===== src/rtl/hazard_ctrl_param_pkg.sv =====
// Shared types for the ID-stage hazard controller: FSM state encoding and next-PC select codes.
package hazard_pkg;

  typedef enum logic [2:0] {
    IDLE     = 3'd0,
    LOAD     = 3'd1,
    BR_EVAL  = 3'd2,
    BR_TAKEN = 3'd3,
    JUMP     = 3'd4
  } state_t;

  localparam logic [1:0] ADDR_PC4    = 2'b00;
  localparam logic [1:0] ADDR_JUMP   = 2'b01;
  localparam logic [1:0] ADDR_BRANCH = 2'b10;

  function automatic int max3(input int a, input int b, input int c);
    int m;
    m = (a > b) ? a : b;
    return (m > c) ? m : c;
  endfunction

endpackage


===== src/rtl/hazard_ctrl_param_if.sv =====
// ID-stage hazard bus: decode/EX observations in, pipeline write enables and PC select out.
interface hazard_ctrl_param_if #(
  parameter int REG_AW = 5
);
  logic              Jump;
  logic              Branch;
  logic              ALUZero;
  logic              memReadEX;
  logic              UseShamt;
  logic              UseImmed;
  logic [REG_AW-1:0] currRs;
  logic [REG_AW-1:0] currRt;
  logic [REG_AW-1:0] prevRt;
  logic              Flush;
  logic              IFwrite;
  logic              PC_write;
  logic              bubble;
  logic [1:0]        addrSel;
  logic              busy;

  modport master (
    output Jump, Branch, ALUZero, memReadEX, UseShamt, UseImmed,
    output currRs, currRt, prevRt, Flush,
    input  IFwrite, PC_write, bubble, addrSel, busy
  );

  modport slave (
    input  Jump, Branch, ALUZero, memReadEX, UseShamt, UseImmed,
    input  currRs, currRt, prevRt, Flush,
    output IFwrite, PC_write, bubble, addrSel, busy
  );
endinterface


===== src/rtl/hazard_ctrl_param_penalty_cnt.sv =====
// Loadable down-counter that times stall/penalty windows; load wins over decrement, holds at zero.
module hazard_penalty_cnt #(
  parameter int W = 2
) (
  input  logic         clk,
  input  logic         rst_n,
  input  logic         i_load,
  input  logic [W-1:0] i_value,
  input  logic         i_dec,
  output logic [W-1:0] o_value,
  output logic         o_zero
);

  logic [W-1:0] r_cnt;

  always_ff @(posedge clk or negedge rst_n) begin
    if (!rst_n) begin
      r_cnt <= '0;
    end else if (i_load) begin
      r_cnt <= i_value;
    end else if (i_dec && (r_cnt != '0)) begin
      r_cnt <= r_cnt - 1'b1;
    end
  end

  assign o_value = r_cnt;
  assign o_zero  = (r_cnt == '0);

endmodule


===== src/rtl/hazard_ctrl_param.sv =====
// Load-use / jump / branch hazard sequencer beside ID; Moore outputs decoded from state + penalty count.
// Define HAZ_PERF_CNT_EN to add saturating stall_cnt / flush_cnt performance counters.
module hazard_ctrl_param
  import hazard_pkg::*;
#(
  parameter int REG_AW         = 5,
  parameter int LOAD_STALL     = 1,
  parameter int BRANCH_PENALTY = 2,
  parameter int JUMP_PENALTY   = 1,
  parameter int CNT_W          = 16
) (
  input  logic             Clk,
  input  logic             Rst,
  hazard_ctrl_param_if.slave bus
`ifdef HAZ_PERF_CNT_EN
  ,
  output logic [CNT_W-1:0] stall_cnt,
  output logic [CNT_W-1:0] flush_cnt
`endif
);

  localparam int MAX_PEN = max3(LOAD_STALL, BRANCH_PENALTY, JUMP_PENALTY);
  localparam int CW      = $clog2(MAX_PEN) + 1;

  if (LOAD_STALL < 1 || LOAD_STALL > 8) begin : g_bad_load
    $error("LOAD_STALL must be in 1..8");
  end
  if (BRANCH_PENALTY < 1 || BRANCH_PENALTY > 8) begin : g_bad_branch
    $error("BRANCH_PENALTY must be in 1..8");
  end
  if (JUMP_PENALTY < 1 || JUMP_PENALTY > 8) begin : g_bad_jump
    $error("JUMP_PENALTY must be in 1..8");
  end
  if (REG_AW < 1 || CNT_W < 1) begin : g_bad_width
    $error("REG_AW and CNT_W must be positive");
  end

  state_t          r_state;
  state_t          w_next;
  logic            w_ld_haz;
  logic            w_cnt_load;
  logic            w_cnt_dec;
  logic [CW-1:0]   w_cnt_val;
  logic [CW-1:0]   w_cnt;
  logic            w_cnt_zero;
  logic            w_ifwrite;
  logic            w_pc_write;
  logic            w_bubble;
  logic [1:0]      w_addr_sel;
  logic            w_busy;

  // Rt only counts as a source when the instruction uses neither immediate nor shamt.
  assign w_ld_haz = bus.memReadEX && (bus.prevRt != '0) &&
                    ((bus.currRs == bus.prevRt) ||
                     (!bus.UseImmed && !bus.UseShamt && (bus.currRt == bus.prevRt)));

  hazard_penalty_cnt #(.W(CW)) u_cnt (
    .clk     (Clk),
    .rst_n   (Rst),
    .i_load  (w_cnt_load),
    .i_value (w_cnt_val),
    .i_dec   (w_cnt_dec),
    .o_value (w_cnt),
    .o_zero  (w_cnt_zero)
  );

  always_ff @(posedge Clk or negedge Rst) begin
    if (!Rst) begin
      r_state <= IDLE;
    end else begin
      r_state <= w_next;
    end
  end

  always_comb begin
    w_next     = r_state;
    w_cnt_load = 1'b0;
    w_cnt_val  = '0;
    w_cnt_dec  = 1'b0;
    w_ifwrite  = 1'b1;
    w_pc_write = 1'b1;
    w_bubble   = 1'b0;
    w_addr_sel = ADDR_PC4;
    w_busy     = 1'b0;

    case (r_state)
      IDLE: begin
        if (w_ld_haz) begin
          w_next     = LOAD;
          w_cnt_load = 1'b1;
          w_cnt_val  = CW'(LOAD_STALL - 1);
        end else if (bus.Jump) begin
          w_next     = JUMP;
          w_cnt_load = 1'b1;
          w_cnt_val  = CW'(JUMP_PENALTY - 1);
        end else if (bus.Branch) begin
          w_next     = BR_EVAL;
        end
      end
      LOAD: begin
        w_ifwrite  = 1'b0;
        w_pc_write = 1'b0;
        w_bubble   = 1'b1;
        w_busy     = 1'b1;
        if (w_cnt_zero) w_next = IDLE;
        else            w_cnt_dec = 1'b1;
      end
      BR_EVAL: begin
        w_ifwrite  = 1'b0;
        w_pc_write = 1'b0;
        w_bubble   = 1'b1;
        w_busy     = 1'b1;
        if (bus.ALUZero) begin
          w_next     = BR_TAKEN;
          w_cnt_load = 1'b1;
          w_cnt_val  = CW'(BRANCH_PENALTY - 1);
        end else begin
          w_next     = IDLE;
        end
      end
      BR_TAKEN: begin
        w_ifwrite = 1'b0;
        w_bubble  = 1'b1;
        w_busy    = 1'b1;
        // The branch target is committed to the PC only in the final penalty cycle.
        if (w_cnt_zero) begin
          w_pc_write = 1'b1;
          w_addr_sel = ADDR_BRANCH;
          w_next     = IDLE;
        end else begin
          w_pc_write = 1'b0;
          w_cnt_dec  = 1'b1;
        end
      end
      JUMP: begin
        w_ifwrite = 1'b0;
        w_bubble  = 1'b1;
        w_busy    = 1'b1;
        // Entry cycle is recognised by the counter still holding its load value.
        if (w_cnt == CW'(JUMP_PENALTY - 1)) begin
          w_pc_write = 1'b1;
          w_addr_sel = ADDR_JUMP;
        end else begin
          w_pc_write = 1'b0;
        end
        if (w_cnt_zero) w_next = IDLE;
        else            w_cnt_dec = 1'b1;
      end
      default: begin
        w_next     = IDLE;
        w_cnt_load = 1'b1;
        w_cnt_val  = '0;
      end
    endcase

    if (bus.Flush) begin
      w_next     = IDLE;
      w_cnt_load = 1'b1;
      w_cnt_val  = '0;
      w_cnt_dec  = 1'b0;
    end
  end

  assign bus.IFwrite  = w_ifwrite;
  assign bus.PC_write = w_pc_write;
  assign bus.bubble   = w_bubble;
  assign bus.addrSel  = w_addr_sel;
  assign bus.busy     = w_busy;

`ifdef HAZ_PERF_CNT_EN
  logic [CNT_W-1:0] r_stall_cnt;
  logic [CNT_W-1:0] r_flush_cnt;

  always_ff @(posedge Clk or negedge Rst) begin
    if (!Rst) begin
      r_stall_cnt <= '0;
      r_flush_cnt <= '0;
    end else begin
      if ((r_state == LOAD) && (r_stall_cnt != '1)) begin
        r_stall_cnt <= r_stall_cnt + 1'b1;
      end
      if (((r_state == BR_EVAL) || (r_state == BR_TAKEN) || (r_state == JUMP)) &&
          (r_flush_cnt != '1)) begin
        r_flush_cnt <= r_flush_cnt + 1'b1;
      end
    end
  end

  assign stall_cnt = r_stall_cnt;
  assign flush_cnt = r_flush_cnt;
`endif

endmodule

===== src/flat_wrapper.sv =====
// flat-port wrapper written by rule: the top's interface ports become plain ports
module hazard_ctrl_param_flat import hazard_pkg::*;
#(
  parameter int REG_AW         = 5,
  parameter int LOAD_STALL     = 1,
  parameter int BRANCH_PENALTY = 2,
  parameter int JUMP_PENALTY   = 1,
  parameter int CNT_W          = 16
)
  (Clk, Rst, bus_Jump, bus_Branch, bus_ALUZero, bus_memReadEX, bus_UseShamt, bus_UseImmed, bus_currRs, bus_currRt, bus_prevRt, bus_Flush, bus_IFwrite, bus_PC_write, bus_bubble, bus_addrSel, bus_busy);
  hazard_ctrl_param_if #(.REG_AW(REG_AW)) bus_i ();
  input  logic Clk;
  input  logic Rst;
  input wire logic [$bits(bus_i.Jump)-1:0] bus_Jump;
  input wire logic [$bits(bus_i.Branch)-1:0] bus_Branch;
  input wire logic [$bits(bus_i.ALUZero)-1:0] bus_ALUZero;
  input wire logic [$bits(bus_i.memReadEX)-1:0] bus_memReadEX;
  input wire logic [$bits(bus_i.UseShamt)-1:0] bus_UseShamt;
  input wire logic [$bits(bus_i.UseImmed)-1:0] bus_UseImmed;
  input wire logic [$bits(bus_i.currRs)-1:0] bus_currRs;
  input wire logic [$bits(bus_i.currRt)-1:0] bus_currRt;
  input wire logic [$bits(bus_i.prevRt)-1:0] bus_prevRt;
  input wire logic [$bits(bus_i.Flush)-1:0] bus_Flush;
  output wire logic [$bits(bus_i.IFwrite)-1:0] bus_IFwrite;
  output wire logic [$bits(bus_i.PC_write)-1:0] bus_PC_write;
  output wire logic [$bits(bus_i.bubble)-1:0] bus_bubble;
  output wire logic [$bits(bus_i.addrSel)-1:0] bus_addrSel;
  output wire logic [$bits(bus_i.busy)-1:0] bus_busy;
  assign bus_i.Jump = bus_Jump;
  assign bus_i.Branch = bus_Branch;
  assign bus_i.ALUZero = bus_ALUZero;
  assign bus_i.memReadEX = bus_memReadEX;
  assign bus_i.UseShamt = bus_UseShamt;
  assign bus_i.UseImmed = bus_UseImmed;
  assign bus_i.currRs = bus_currRs;
  assign bus_i.currRt = bus_currRt;
  assign bus_i.prevRt = bus_prevRt;
  assign bus_i.Flush = bus_Flush;
  assign bus_IFwrite = bus_i.IFwrite;
  assign bus_PC_write = bus_i.PC_write;
  assign bus_bubble = bus_i.bubble;
  assign bus_addrSel = bus_i.addrSel;
  assign bus_busy = bus_i.busy;
  hazard_ctrl_param #(.REG_AW(REG_AW), .LOAD_STALL(LOAD_STALL), .BRANCH_PENALTY(BRANCH_PENALTY), .JUMP_PENALTY(JUMP_PENALTY), .CNT_W(CNT_W)) u_core (.Clk(Clk), .Rst(Rst), .bus(bus_i));
endmodule

===== config.mk =====
export PLATFORM = sky130hd
export DESIGN_NAME = hazard_ctrl_param_flat
export DESIGN_NICKNAME = d
export VERILOG_FILES = /design/src/rtl/hazard_ctrl_param_pkg.sv /design/src/rtl/hazard_ctrl_param_if.sv /design/src/rtl/hazard_ctrl_param_penalty_cnt.sv /design/src/rtl/hazard_ctrl_param.sv /design/src/flat_wrapper.sv
export SDC_FILE = /design/constraint.sdc
export NUM_CORES = 1
export LEC_CHECK = 0
export BUFFER_PORTS_ARGS = -buffer_cell sky130_fd_sc_hd__buf_4
export CORE_MARGIN = 3
export CORE_UTILIZATION = 44
export DETAILED_ROUTE_END_ITERATION = 10
export PLACE_DENSITY = 0.77
export SLEW_MARGIN = 0
export SYNTH_ARGS = -nofsm -noshare
export SYNTH_HDL_FRONTEND = slang
export SYNTH_SLANG_ARGS = --single-unit

===== constraint.sdc =====
create_clock -name Clk -period 1.75 [get_ports Clk]
set_input_delay 0 -clock Clk [delete_from_list [all_inputs] [get_ports Clk]]
set_output_delay 0 -clock Clk [all_outputs]
set_load 0.05 [all_outputs]

# ---- After elaboration in Yosys (flattened, before gate mapping)
# Cells that the tools add are included.
# W data, S select, Z words.
dict set report totals {
  regBits 5
  output_inout_bits 6
}
dict set report op_classes {
  n_addsub 1
  eq_ne 8
  n_reduce_logical 18
  mux 27
}
# op n
set ops {}
lappend ops {{$mux W3} 5}
lappend ops {{$mux W1} 12}
lappend ops {{$mux W2} 6}
lappend ops {{$eq A5 B5 Y1} 2}
lappend ops {{$pmux W3 S3} 1}
lappend ops {{$eq A3 B2 Y1 const B} 2}
lappend ops {{$logic_and A1 B1 Y1} 5}
lappend ops {{$ne A5 B4 Y1 const B} 1}
lappend ops {{$reduce_bool A5 Y1} 1}
lappend ops {{$pmux W2 S2} 1}
lappend ops {{$reduce_bool A2 Y1} 2}
lappend ops {{$reduce_or A2 Y1} 2}
lappend ops {{$reduce_or A4 Y1} 1}
lappend ops {{$eq A3 B1 Y1 const B} 1}
lappend ops {{$eq A3 B3 Y1 const B} 1}
lappend ops {{$logic_not A3 Y1} 1}
lappend ops {{$ne A3 B1 Y1 const B} 1}
lappend ops {{$pmux W1 S3} 1}
lappend ops {{$reduce_or A3 Y1} 1}
lappend ops {{$logic_not A1 Y1} 2}
lappend ops {{$logic_not A2 Y1} 1}
lappend ops {{$pmux W1 S2} 1}
lappend ops {{$reduce_and A2 Y1} 1}
lappend ops {{$sub A2 B1 Y2 const B} 1}
lappend ops {{$logic_or A1 B1 Y1} 1}

# ---- Logic depth before layout (Yosys ltp)
# Gate-level depths: netlist of run 1.
dict set report depth {
  word_depth 9
  mapped_depth 8
}

# ---- By module
# Synthesis of run 1 repeated with hierarchy kept, for this count alone.
dict set report hier_totals {
  cells_unflattened 70
  hier_area_um2 549.3
}
# module area_per_inst_um2 instances seq_area_each_um2 cells_per_inst
set modules_own_cells {}
lappend modules_own_cells {hazard_ctrl_param 416.6 1 75.1 57}
lappend modules_own_cells {hazard_penalty_cnt 132.6 1 50.0 13}

# ---- Worst setup path after synthesis of run 1
# OpenSTA, ideal clock, no wires.
dict set report synth_timing {
  path_kind {reg-to-output}
  from {register u_core.u_cnt.r_cnt[0] (netlist: u_core.u_cnt.o_value[0])}
  to {output bus_addrSel[1]}
  path_buffers 0
  arrival_time_ns 1.952
  path_stages_with_launch 5
  setup_slack_ns -0.202
  cell_sequence {dfrtp_1 inv_1 ha_1 nand2_1 nor3b_1}
}
dict set report synth_via {
  elab_chain_len 3
}
# element line
set synth_lines {}
lappend synth_lines {{start: declaration} hazard_ctrl_param_penalty_cnt.sv:14} ;# logic [W-1:0] r_cnt;
lappend synth_lines {{start signal: assignment} hazard_ctrl_param_penalty_cnt.sv:20} ;# r_cnt <= i_value;
lappend synth_lines {{start signal: assignment} hazard_ctrl_param_penalty_cnt.sv:22} ;# r_cnt <= r_cnt - 1'b1;
lappend synth_lines {{$logic_not A2 Y1} hazard_ctrl_param_penalty_cnt.sv:27} ;# assign o_zero = (r_cnt == '0);
lappend synth_lines {{$mux W2} hazard_ctrl_param.sv:126} ;# if (w_cnt_zero) begin
lappend synth_lines {{$pmux W2 S2} hazard_ctrl_param.sv:86} ;# case (r_state)
lappend synth_lines {{end: declaration} flat_wrapper.sv:27} ;# output wire logic [$bits(bus_i.addrSel)-1:0] bus_addrSel;
# No other way between the ends.

# ---- Final worst setup path of run 1
dict set report layout_timing {
  from {register u_core.u_cnt.r_cnt[0] (netlist: u_core.u_cnt.o_value[0])}
  to {output bus_PC_write}
}
dict set report layout_via {
  elab_chain_len 3
}
# element line
set layout_lines {}
lappend layout_lines {{$logic_not A2 Y1} {hazard_ctrl_param_penalty_cnt.sv:27, hazard_ctrl_param.sv:140}}
lappend layout_lines {{$mux W1} {hazard_ctrl_param.sv:126, hazard_ctrl_param.sv:140}}
lappend layout_lines {{$pmux W1 S2} hazard_ctrl_param.sv:86}
lappend layout_lines {{end: declaration} flat_wrapper.sv:25} ;# output wire logic [$bits(bus_i.PC_write)-1:0] bus_PC_write;
# No other way between the ends.

==> reports/metrics.cfg, run 1 <==
[grt]
overflow=0
grt_max_degree=12
grt_pass1_vias=610
antenna_found_initial=0
grt_pass1_wl_um=2532
grt_use_total=0.1740

[placed_design]
port_buffers=29
gp_congestion=0.8184
place_hpwl_um=1353
place_inst=118

[clocking]
cts_tree=done
numCtsBuffers=3
htreeDepth=1
clock_latency_ns=0.23
cts.path.max_buffers=2
clkTransAtPathRegs_ns=0.04
cts_num_sinks=5
root_buffer=clkbuf_4

[routing]
first_pass_iters=4
vias=673
ant_nets=0
avgRoutedWirePerCell_um=12.94
routed_wl_um=1605
drt_first_iter_violations=12
drc=0
via_per_inst=5.427

[yosys]
synth_nets=99
synth_top_cell_by_area=dfrtp_1
syn_inst=74
synth-seq-cells=5
synth_top_area_frac=0.2049
netlist_area_um2=610.6
ys_seq_area_frac=0.2049
yosysUniqueCellTypes=39
synth.avg_cell_area_um2=8.251
yosysWarnings=0
ys_top_cells_by_area=dfrtp_1 (20%), xnor2_1 (10%), mux2i_1 (6.6%), xor2_1 (4.3%), nor4_4 (3.5%)

[worst_setup_path]
path_buf_inv=2
cp_top_family=flip-flops
crit_type=flop to output port
cp.required_ns=1.75
cp-start-kind=flop
cp.arrival_ns=1.61
worstPathMaxFanout=8
crit_chain=inv_1, ha_4, nand2_1, mux2i_1, nor2_1, a21oi_1, buf_4
end_kind=output port
max_stage_delay_ns=0.40
slowest_stage=dfrtp_1

[sta]
skew_ns=0.0005778
hold_viol_final=0
rsz0062_at_grt=false
fin_crit_sh=0.9193
relSlewSlack=0.8043
period_minus_slack_ns=1.609
drv_slew=0
tightest_slew_ns=0.2908
max_freq_mhz=621.6
finalSetupViolations=0

[floorplanning]
initial_utilization=0.5083
io_pins=30
std_cell_rows=12
core_region_area_um2=1201
die_h_um=43.25
die_w_um=43.25
dieArea_um2=1871

[power]
power_leakage_nw=0.4163
power.total_mw=0.5924
power.density_nw_per_um2=637.3
vdd.ir_drop.worst_mv=0.5128

[layout]
layout_commonest_cell=buf_4
most-common-layout-cells=buf_4 (34), xnor2_1 (7)
synthToLayoutAreaGrowth_pct=52.25
multiInputGateArea_um2=466.7
diodes=0
drive_gt1_frac=0.4273
register_area_um2=125.1
stdcell_count=124
fill_cells=92
nets=136

[run]
cap_viol_max_count=0

[min_path]
worst_hold_path_type=primary input to async pin

[status]
status=finished clean

==> flip-flops by register name (all words and copies together), names as in the netlist <==
name and flops:
u_core.r_state 3, u_core.u_cnt.o_value 2
==> power by group <==
| group | leakage (nW) | internal (mW) | switching [mW] | total [mW] |
|---|---|---|---|---|
| sequential | 0.0682 | 0.125 | 0.0111 | 0.136 |
| clock | 0.0150 | 0.0856 | 0.0383 | 0.124 |
| combinational | 0.333 | 0.147 | 0.185 | 0.332 |
| total | 0.416 | 0.358 | 0.234 | 0.592 |
==> layer usage <==
metal / up-vias / GRT usage / part of all wire
met4: 0 / 0.05422 / 0
met5: - / 0 / 0
met1: 316 / 0.2323 / 0.44
met3: 0 / 0.02119 / 0.050
li1: 340 / - / -
met2: 17 / 0.2861 / 0.51
==> cell type report <==
type | instances | share of cell area
Clock buffer | 4 | 0.02826
Sequential cell | 5 | 0.1346
Tap cell | 14 | 0.01884
Multi-Input combinational cell | 60 | 0.5020
Timing Repair Buffer | 36 | 0.2961
Inverter | 5 | 0.02019
==> cells in the mapped netlist (all sizes together) <==
| cell type | count |
|---|---|
| a21oi | 4 |
| a31oi | 1 |
| and2 | 1 |
| and3 | 1 |
| buf | 3 |
| clkbuf | 1 |
| dfrtp | 5 |
| ha | 1 |
| inv | 5 |
| mux2i | 4 |
| nand2 | 5 |
| nand2b | 2 |
| nand3 | 1 |
| nand4 | 2 |
| nor2 | 6 |
| nor2b | 2 |
| nor3 | 3 |
| nor3b | 1 |
| nor4 | 4 |
| o21a | 1 |
| o21ai | 3 |
| o22a | 1 |
| o22ai | 1 |
| o2bb2ai | 1 |
| o311a | 1 |
| o31ai | 1 |
| o41ai | 1 |
| or3 | 1 |
| or4 | 1 |
| xnor2 | 7 |
| xor2 | 3 |
==> cell families (layout without fill, tap and decap cells) <==
family                     count (synthesis)  after routing  synth area share
buffers and inverters                      9             45           0.06351
AOI/OAI and AO/OA                         15             15            0.1865
muxes                                      4              4           0.06558
DFF                                        5              5            0.2049
and+or+nand+nor                           30             30            0.3156
xor gates and xnor gates                  10             10            0.1435
adders and majority gates                  1              1           0.02049
==> repair_timing <==
action / 4_1_cts / 5_1_grt
setup endpoints to repair: 0 / 2
setup buffers: 0 / 0
hold endpoints to repair: 8 / 0
hold buffers: 2 / 0
gates resized for setup: 0 / 3
==> worst paths after layout <==
check                                                    startpoint                             endpoint  slack [ns]  cells past startpoint
worst max-delay path            u_core.u_cnt.o_value[0]$_DFFE_PN0P_                         bus_PC_write        0.14                      7
worst min-delay path                                            Rst        u_core.r_state[1]$_DFFE_PN0P_        0.11                      2
worst max register to register  u_core.u_cnt.o_value[0]$_DFFE_PN0P_  u_core.u_cnt.o_value[0]$_DFFE_PN0P_        0.19                      8
worst min register to register        u_core.r_state[1]$_DFFE_PN0P_        u_core.r_state[2]$_DFFE_PN0P_        0.62                      2
max in group asynchronous                                       Rst  u_core.u_cnt.o_value[1]$_DFFE_PN0P_        1.54                      2
min in group Clk                                           bus_Jump        u_core.r_state[2]$_DFFE_PN0P_        0.12                      3
==> stage by stage <==
stage	hold WS, ns	instance area [um^2]	utilization	setup slack [ns]	setup TNS (ns)
after floorplan	-0.2956	615.6	-	-0.006080	-0.006080
after global placement	-0.1979	868.3	0.7229	0.1746	0
after detailed placement	-0.1975	868.3	0.7229	0.07787	0
after CTS	0.1058	914.6	0.7615	0.05684	0
after global routing	0.1034	929.6	0.7740	0.01894	0
final	0.1068	929.6	0.7740	0.1413	0
Note: power is estimated with default switching activity, not from simulation.
==> run 2, diff against run 1 <==
CORE_MARGIN = 8   (was 3)
CORE_UTILIZATION = 40   (was 44)
PLACE_DENSITY = 0.74   (was 0.77)
RECOVER_POWER = 100   (was not set)
clock period = 1.3 ns   (was 1.75 ns; I/O delays follow)
==> reports/metrics.cfg, run 2 (synthesized netlist as in run 1, its figures left out) <==
[sta]
period_minus_slack_ns=1.562
hold_viol_final=0  ; unchanged
fin_setup_tns_ns=-1.098  ; was 0 ns
drv_slew=0  ; unchanged
max_freq_mhz=640.2
finalSetupViolations=10  ; was 0
fin_crit_sh=1.201
layout_setup_ws_ns=-0.2619  ; was 0.1413 ns
hold_slack_ns=0.1409  ; was 0.1068 ns
rsz0062_at_grt=true  ; was false
relSlewSlack=0.7856  ; was 0.8043
tightest_slew_ns=0.3205  ; was 0.2908 ns
skew_ns=0.002730  ; was 0.0005778 ns

[routing]
drc=0  ; unchanged
avgRoutedWirePerCell_um=20.63  ; was 12.94 um
routed_wl_um=3032  ; was 1605 um
vias=834  ; was 673
via_per_inst=5.673  ; was 5.427
first_pass_iters=4  ; unchanged
ant_nets=0  ; unchanged
drt_first_iter_violations=12  ; unchanged

[floorplanning]
initial_utilization=0.4150  ; was 0.5083
die_w_um=55.07  ; was 43.25 um
io_pins=30  ; unchanged
die_h_um=55.07  ; was 43.25 um
std_cell_rows=14  ; was 12
core_region_area_um2=1471  ; was 1201 um^2
dieArea_um2=3033  ; was 1871 um^2

[worst_setup_path]
worstPathMaxFanout=5  ; was 8
cp-start-kind=flop  ; unchanged
cp.arrival_ns=1.71  ; was 1.61 ns
end_kind=flop  ; was output port
cp.required_ns=1.44  ; was 1.75 ns
crit_type=flop to flop  ; was flop to output port

[layout]
multiInputGateArea_um2=616.8  ; was 466.7 um^2
synthToLayoutAreaGrowth_pct=115.6  ; was 52.25%
diodes=0  ; unchanged
most-common-layout-cells=buf_4 (39), buf_6 (10), xnor2_1 (7)  ; was buf_4 (34), xnor2_1 (7)
drive_gt1_frac=0.6947  ; was 0.4273
largest_reg_flops=3  ; unchanged
register_area_um2=126.4  ; was 125.1 um^2
stdcell_count=147  ; was 124
fill_cells=72  ; was 92
top_register=u_core.r_state  ; unchanged
nets=157  ; was 136
layout_commonest_cell=buf_4  ; unchanged

[placed_design]
gp_congestion=0.8820  ; was 0.8184
place_inst=133  ; was 118
place_hpwl_um=1731  ; was 1353 um
place_worst_setup_slack_ns=-0.1259  ; was 0.07787 ns
port_buffers=29  ; unchanged

[status]
violations=negative setup slack
status=complete, but fails checks  ; was finished clean

[clocking]
cts_num_sinks=5  ; unchanged
cts_tree=done  ; unchanged
cts.path.max_buffers=2  ; unchanged
numCtsBuffers=3  ; unchanged
clkTransAtPathRegs_ns=0.05  ; was 0.04 ns
root_buffer=clkbuf_4  ; unchanged
clock_latency_ns=0.24  ; was 0.23 ns
htreeDepth=1  ; unchanged

[grt]
grt_pass1_vias=869  ; was 610
overflow=0  ; unchanged
grt_use_total=0.1607  ; was 0.1740
antenna_found_initial=0  ; unchanged
grt_max_degree=11  ; was 12
grt_pass1_wl_um=3615  ; was 2532 um

[run]
cap_viol_max_count=0  ; unchanged

[power]
power_leakage_nw=0.5955  ; was 0.4163 nW
power.density_nw_per_um2=842.5  ; was 637.3 nW/um^2
power.total_mw=1.109  ; was 0.5924 mW
vdd.ir_drop.worst_mv=0.7001  ; was 0.5128 mV

[min_path]
worst_hold_path_type=primary input to flop  ; was primary input to async pin

run 2: cell types whose count changed in the layout (fill, tap and decap cells not counted), sizes merged:
| cell | delta |
|---|---|
| buf | +20 |
| clkbuf | +1 |
| clkinvlp | +1 |
| inv | -1 |
run 2: power breakdown:
group	internal [mW]	total (mW)	switching, mW
Sequential	0.169	0.182	0.0130
Clock	0.116	0.181	0.0651
Combinational	0.374	0.746	0.372
Total	0.659	1.11	0.450
run 2: area by class of cell:
class,instances,share of cell area
well taps,16,0.01521
multi-input cells,60,0.4686
inverters,5,0.01711
clock buffers,4,0.01996
repair buffers,57,0.3831
flip-flops and latches,5,0.09601
run 2: final timing paths:
kind	startpoint	end	slack [ns]	cells past startpoint
max	u_core.u_cnt.o_value[1]$_DFFE_PN0P_	u_core.u_cnt.o_value[0]$_DFFE_PN0P_	-0.26	9
min	bus_Branch	u_core.r_state[1]$_DFFE_PN0P_	0.14	3
max reg2reg	u_core.u_cnt.o_value[1]$_DFFE_PN0P_	u_core.u_cnt.o_value[0]$_DFFE_PN0P_	-0.26	9
min reg2reg	u_core.r_state[0]$_DFFE_PN0P_	u_core.r_state[2]$_DFFE_PN0P_	0.66	2
max in group asynchronous	Rst	u_core.r_state[0]$_DFFE_PN0P_	0.89	2
min in group asynchronous	Rst	u_core.r_state[1]$_DFFE_PN0P_	0.17	2
run 2: what timing repair did:
item                       CTS  global route
buffers inserted             5             4
setup endpoints to repair    9            11
gates resized for setup     24            24
pin swaps                    9             5
hold endpoints to repair    10             0
hold buffers                 2             0
run 2: metal layers:
layer  wire (um)  global-route usage  up-vias
li1            -                   -      381
met1        1029              0.1424      414
met2        1728              0.3134       33
met3         203             0.03209        6
met4          70              0.1080        0
met5           0                   0        -
run 2: through the flow:
step,instance area (um^2),utilization
3_3_place_gp,1025,0.6964
5_1_grt,1316,0.8946
6_report,1316,0.8946
4_1_cts,1184,0.8044
2_1_floorplan,680.7,-
3_5_place_dp,1025,0.6964
run 2: worst max-delay path, cell delays in order, from the launching register on:
cell	delay [ns]
dfrtp_1	0.36
inv_2	0.07
ha_4	0.16
buf_6	0.13
nor2b_4	0.11
mux2i_1	0.07
nor2_1	0.13
a21oi_1	0.08
o22a_1	0.16
o31ai_1	0.19
